`src/rtl/alu_arbiter.sv`:
```
// ---------------------------------------------------------------------------
// alu_arbiter
//
// Round-robin scheduler that lets two requesters share one combinational ALU.
// An operation is accepted over a valid/ready handshake, its operands are
// registered onto the ALU, the ALU result is captured one cycle later, and it
// is returned to the requester that issued it over a per-port valid/ready
// response channel. Only one operation is in flight at a time.
//
// Ports
//   clk, rst_n                 clock (rising edge), async active-low reset
//   req{0,1}_valid/_ready      request handshake, per requester
//   req{0,1}_a/_b/_op          operands and opcode, per requester
//   rsp{0,1}_valid/_ready      response handshake, per requester
//   rsp{0,1}_result/_zero      captured ALU result and zero flag
//   alu_a/_b/_op               registered operands driven to the ALU
//   alu_result/_zero           combinational ALU outputs
//   busy                       high whenever an operation is in flight
//   op_count                   completed response handshakes, wraps at 256
// ---------------------------------------------------------------------------
module alu_arbiter #(
    parameter int DATA_WIDTH = 32
) (
    input  logic                  clk,
    input  logic                  rst_n,

    input  logic                  req0_valid,
    output logic                  req0_ready,
    input  logic [DATA_WIDTH-1:0] req0_a,
    input  logic [DATA_WIDTH-1:0] req0_b,
    input  logic [2:0]            req0_op,

    input  logic                  req1_valid,
    output logic                  req1_ready,
    input  logic [DATA_WIDTH-1:0] req1_a,
    input  logic [DATA_WIDTH-1:0] req1_b,
    input  logic [2:0]            req1_op,

    output logic                  rsp0_valid,
    input  logic                  rsp0_ready,
    output logic [DATA_WIDTH-1:0] rsp0_result,
    output logic                  rsp0_zero,

    output logic                  rsp1_valid,
    input  logic                  rsp1_ready,
    output logic [DATA_WIDTH-1:0] rsp1_result,
    output logic                  rsp1_zero,

    output logic [DATA_WIDTH-1:0] alu_a,
    output logic [DATA_WIDTH-1:0] alu_b,
    output logic [2:0]            alu_op,
    input  logic [DATA_WIDTH-1:0] alu_result,
    input  logic                  alu_zero,

    output logic                  busy,
    output logic [7:0]            op_count
);

    localparam logic [1:0] S_IDLE = 2'd0;
    localparam logic [1:0] S_EXEC = 2'd1;
    localparam logic [1:0] S_RESP = 2'd2;

    logic [1:0]            state;
    logic                  last_grant;   // port that completed most recently
    logic                  owner;        // port whose operation is in flight
    logic [DATA_WIDTH-1:0] cap_result;
    logic                  cap_zero;

    logic [1:0]            grant;
    logic                  accept;
    logic                  owner_ready;
    logic                  rsp_done;

    // Grant: a lone requester wins outright; on a tie the port that did not
    // complete last wins, which guarantees each side a turn under contention.
    always_comb begin
        // NOTE: default assignment first so no path through the block leaves
        // grant unassigned; otherwise a latch is inferred.
        grant = 2'b00;
        if (req0_valid && req1_valid) begin
            grant = last_grant ? 2'b01 : 2'b10;
        end else if (req0_valid) begin
            grant = 2'b01;
        end else if (req1_valid) begin
            grant = 2'b10;
        end
    end

    assign req0_ready  = (state == S_IDLE) && grant[0];
    assign req1_ready  = (state == S_IDLE) && grant[1];
    assign accept      = req0_ready || req1_ready;

    assign owner_ready = owner ? rsp1_ready : rsp0_ready;
    assign rsp_done    = (state == S_RESP) && owner_ready;

    always_ff @(posedge clk or negedge rst_n) begin
        if (!rst_n) begin
            state      <= S_IDLE;
            last_grant <= 1'b1;   // port 0 wins the first tie
            owner      <= 1'b0;
            cap_result <= '0;
            cap_zero   <= 1'b0;
            alu_a      <= '0;
            alu_b      <= '0;
            alu_op     <= 3'd0;
            op_count   <= 8'd0;
        end else begin
            // NOTE: non-blocking assignments for all registered state so every
            // register samples pre-edge values regardless of statement order.
            case (state)
                S_IDLE: begin
                    if (accept) begin
                        // Operands are latched here, so the requester may drop
                        // valid or change operands freely once accepted.
                        alu_a  <= req1_ready ? req1_a  : req0_a;
                        alu_b  <= req1_ready ? req1_b  : req0_b;
                        alu_op <= req1_ready ? req1_op : req0_op;
                        owner  <= req1_ready;
                        state  <= S_EXEC;
                    end
                end
                S_EXEC: begin
                    // ALU inputs have been stable for the whole cycle.
                    cap_result <= alu_result;
                    cap_zero   <= alu_zero;
                    state      <= S_RESP;
                end
                S_RESP: begin
                    if (rsp_done) begin
                        last_grant <= owner;
                        op_count   <= op_count + 8'd1;
                        state      <= S_IDLE;
                    end
                end
                default: state <= S_IDLE;
            endcase
        end
    end

    // Both response ports read the shared capture registers; the data is
    // meaningful only while the matching valid is high.
    assign rsp0_valid  = (state == S_RESP) && !owner;
    assign rsp1_valid  = (state == S_RESP) &&  owner;
    assign rsp0_result = cap_result;
    assign rsp1_result = cap_result;
    assign rsp0_zero   = cap_zero;
    assign rsp1_zero   = cap_zero;

    assign busy = (state != S_IDLE);

endmodule

```
`config.mk`:
```
export PLATFORM = sky130hd
export DESIGN_NAME = alu_arbiter
export DESIGN_NICKNAME = d
export VERILOG_FILES = /design/src/rtl/alu_arbiter.sv
export SDC_FILE = /design/constraint.sdc
export NUM_CORES = 1
export LEC_CHECK = 0
export BUFFER_PORTS_ARGS = -buffer_cell sky130_fd_sc_hd__buf_2
export CAP_MARGIN = 20
export CORE_AREA = 3 3 124 126
export DETAILED_ROUTE_END_ITERATION = 10
export DIE_AREA = 0 0 127 129
export PLACE_DENSITY = 0.73
export SYNTH_ARGS = -nofsm -noshare
export SYNTH_HDL_FRONTEND = slang
export SYNTH_SLANG_ARGS = --single-unit
```
`constraint.sdc`:
```
create_clock -name clk -period 2.07 [get_ports clk]
set_clock_uncertainty 0.1 [all_clocks]
set_input_delay 0.207 -clock clk [delete_from_list [all_inputs] [get_ports clk]]
set_output_delay 0.207 -clock clk [all_outputs]
set_load 0.005 [all_outputs]
```
==> flow_metrics.py <==
metrics = {
    "grt": {
        "grt_overflow_total": 0,
        "grt_pass1_vias": 5615,
        "grt_max_degree": 113,
        "grt_pass1_wl_um": 30000,
        "antenna_found_initial": 1,
        "grtUsageTotal_pct": 23.0,
    },
    "synth": {
        "yosysTopAreaCellShare_pct": 48.3,
        "yosys_warnings": 0,
        "synthesis.nets": 649,
        "syn-cell-area_um2": 5750,
        "synth-seq-cells": 112,
        "avgSynthCellArea_um2": 12.1,
        "postSynthCellCount": 475,
        "synthTopCellsByArea": "dfrtp_1 48%, a221o_1 12%, and4_1 10%",
        "ys_seq_area_share_pct": 48.8,
        "synthDistinctLibCells": 34,
        "synth_top_cell_by_area": "dfrtp_1",
    },
    "detailed_routing": {
        "drt_iter0_drc": 294,
        "vias": 5413,
        "wl_per_cell_um": 20.4,
        "drc": 0,
        "dr_wl_met3_um": 1630,
        "wl_met1_um": 7380,
        "route.met2.wl_um": 10300,
        "drt_wl_total_um": 19600,
        "drt_pass1_iterations": 4,
        "via_per_inst": 5.62,
        "ant_nets": 0,
        "routed.top_layer": "met5",
    },
    "cells_and_area": {
        "final_area_um2": 7910,
        "layout.nets": 948,
        "antenna_cells": 0,
        "fill_cells": 1230,
        "utilization_pct": 54.8,
        "syn_to_final_growth_pct": 37.7,
        "drive_above_1_share_pct": 51.5,
    },
    "timing": {
        "fmax_mhz": 512,
        "final-hold-violation-count": 0,
        "hold_slack_ns": 0.0350,
        "final_max_slew_viol_count": 0,
        "worst_pin_slew_ns": 0.613,
        "slew_headroom_pct": 59.1,
        "finalSetupTns_ns": 0,
        "setup_viol": 0,
        "rsz0062_at_grt": "false",
        "finalCritPeriodShare_pct": 94.3,
        "fin_crit_ns": 1.95,
    },
    "setup_path": {
        "max_stage_delay_ns": 0.47,
        "path_cells": "nor2_8 > inv_4 > buf_4 > nor2_2 > buf_2",
        "cp.arrival_ns": 1.65,
        "cp-end-kind": "output port",
        "cp_max_fo": 17,
        "cp-startpoint": "state[1]",
        "worstSetupPathType": "reg2out",
        "r2r_start": "state[1]",
        "cp.required_ns": 1.76,
        "rrSetupSlack_ns": 0.29,
        "critPathLaunchType": "register",
        "critPathBufInv": 3,
        "crit_family": "flip-flops",
        "reg2reg_to": "alu_b[29]",
        "cp_slowest_cell": "dfrtp_2",
        "reg2reg_depth": 4,
    },
    "floorplan": {
        "core-area_um2": 14400,
        "die_h_um": 129,
        "dieArea_um2": 16400,
        "start_util_pct": 39.8,
        "dieWidth_um": 127,
        "num_rows": 44,
        "io_pins": 319,
    },
    "hold_path": {
        "min_to": "rsp0_result[1]",
        "holdPathStages": 2,
        "min_path_type": "in2reg",
        "min-delay-start": "alu_result[1]",
    },
    "power_and_ir_drop": {
        "p_total_mw": 11.4,
        "leakagePower_nw": 3.79,
        "peakVddDrop_mv": 0.629,
        "power_density_nw_per_um2": 1450,
    },
    "clock_network": {
        "root_buffer": "clkbuf_16",
        "htreeDepth": 3,
        "cts_tree": "yes",
        "clock_latency_ns": 0.34,
        "postCtsSetupBuffers": 0,
        "cts_inserted_buffers": 9,
        "cts_buffer_depth": 2,
        "clk_pin_slew_ns": 0.07,
        "cts.sinks": 112,
    },
    "status": {
        "status": "finished clean",
    },
    "place": {
        "hpwlAfterDp_um": 13900,
        "dpl_cell_area_um2": 7290,
        "place.gp.congestion": 0.856,
        "portBuffers": 318,
    },
    "run": {
        "max_cap_viol_count": 0,
    },
}
cells by family (layout without fill, tap and decap cells):
| family | count (synthesis) | in the layout | synth area share, % |
|---|---|---|---|
| simple gates | 156 | 156 | 21.5 |
| flops | 112 | 112 | 48.8 |
| buf+inv | 91 | 395 | 9.10 |
| compound gates | 72 | 72 | 12.3 |
| mux | 36 | 36 | 7.03 |
| xor+xnor | 7 | 7 | 1.07 |
| fa+ha+maj | 1 | 1 | 0.218 |
stage by stage:
step                setup slack, ns  instances
floorplan                     0.485        475
global placement              0.336        914
detailed placement            0.277        914
CTS                          0.0435        963
global route                 0.0317        963
finish                        0.117        963
sequential cells by signal (all words and copies together), names as in the netlist:
| signal | count |
|---|---|
| alu_a | 32 |
| alu_b | 32 |
| alu_op | 3 |
| last_grant | 1 |
| op_count | 8 |
| owner | 1 |
| rsp0_result | 32 |
| rsp0_zero | 1 |
| state | 2 |
cells in the mapped netlist:
library cell  count
and4_1           67
nand4b_1          1
nand2_1           2
o21ai_0           2
nor2_8            1
xor2_1            5
nor3_1            4
nand3_1           4
mux2i_1           1
dfstp_2           1
mux2_2           35
a21o_1            1
dfrtp_1         111
nand3_4           1
nor2b_1           1
nor3b_1          67
buf_4            40
and2_1            1
inv_1             3
ha_1              1
nand2_2           1
buf_2            13
a22o_1            1
buf_6             2
nor2_2            1
nor4_1            1
a221o_1          67
o21ai_2           1
buf_1             3
xnor2_1           2
nor2_1            2
inv_2             1
nand2b_1          2
clkbuf_1         29
report_power, final:
| group | switching (mW) | internal (mW) |
|---|---|---|
| Combinational | 2.71 | 2.86 |
| Sequential | 0.868 | 3.34 |
| Clock | 0.826 | 0.836 |
worst register-to-register path, delay by kind of cell, from the launching register on:
family / cells / cell delay, ns
flip-flops: 1 / 0.47
AND/OR/NAND/NOR: 2 / 0.41
AO/OA/AOI/OAI: 1 / 0.37
buffers and inverters: 1 / 0.32
metal layers:
metal,vias to the layer above,global-route usage (%)
met4,2,7.38
met2,313,42.0
met1,2649,27.0
met3,33,4.90
li1,2416,-
met5,-,0
area by class of cell:
cell class | count | area, um2 | area share (%)
Clock inverter | 6 | 52.6 | 0.664
Sequential cell | 112 | 2810 | 35.5
Timing Repair Buffer | 375 | 2140 | 27.1
Clock buffer | 10 | 229 | 2.89
Multi-Input combinational cell | 272 | 2430 | 30.8
Inverter | 4 | 17.5 | 0.221
Tap cell | 184 | 230 | 2.91
cells in the final DEF (no fill, tap or decap), types with 3 or more instances in the layout:
cell type,n
buf_2,317
dfrtp_1,110
nor3b_1,67
and4_1,67
a221o_1,67
mux2_2,35
dlygate4sd3_1,33
buf_4,22
clkbuf_16,9
xor2_1,5
nand3_1,4
nor3_1,4
inv_1,3
buf_12,3
what timing repair did:
action	4_1_cts	5_1_grt
gates resized for setup	2	1
setup endpoints to repair	1	1
hold endpoints to repair	143	0
hold buffers	33	0
cloned	0	0
worst max-delay path by stage:
stage / endpoint / slack (ns) / cells past startpoint
after detailed placement: alu_b[13] / 0.28 / 4
final: req0_ready / 0.12 / 5
after global routing: req0_ready / 0.03 / 5
after global placement: alu_a[21] / 0.34 / 4
after floorplan: alu_b[10] / 0.48 / 5
after CTS: req0_ready / 0.04 / 5
Power figures use the tool's default switching activity.
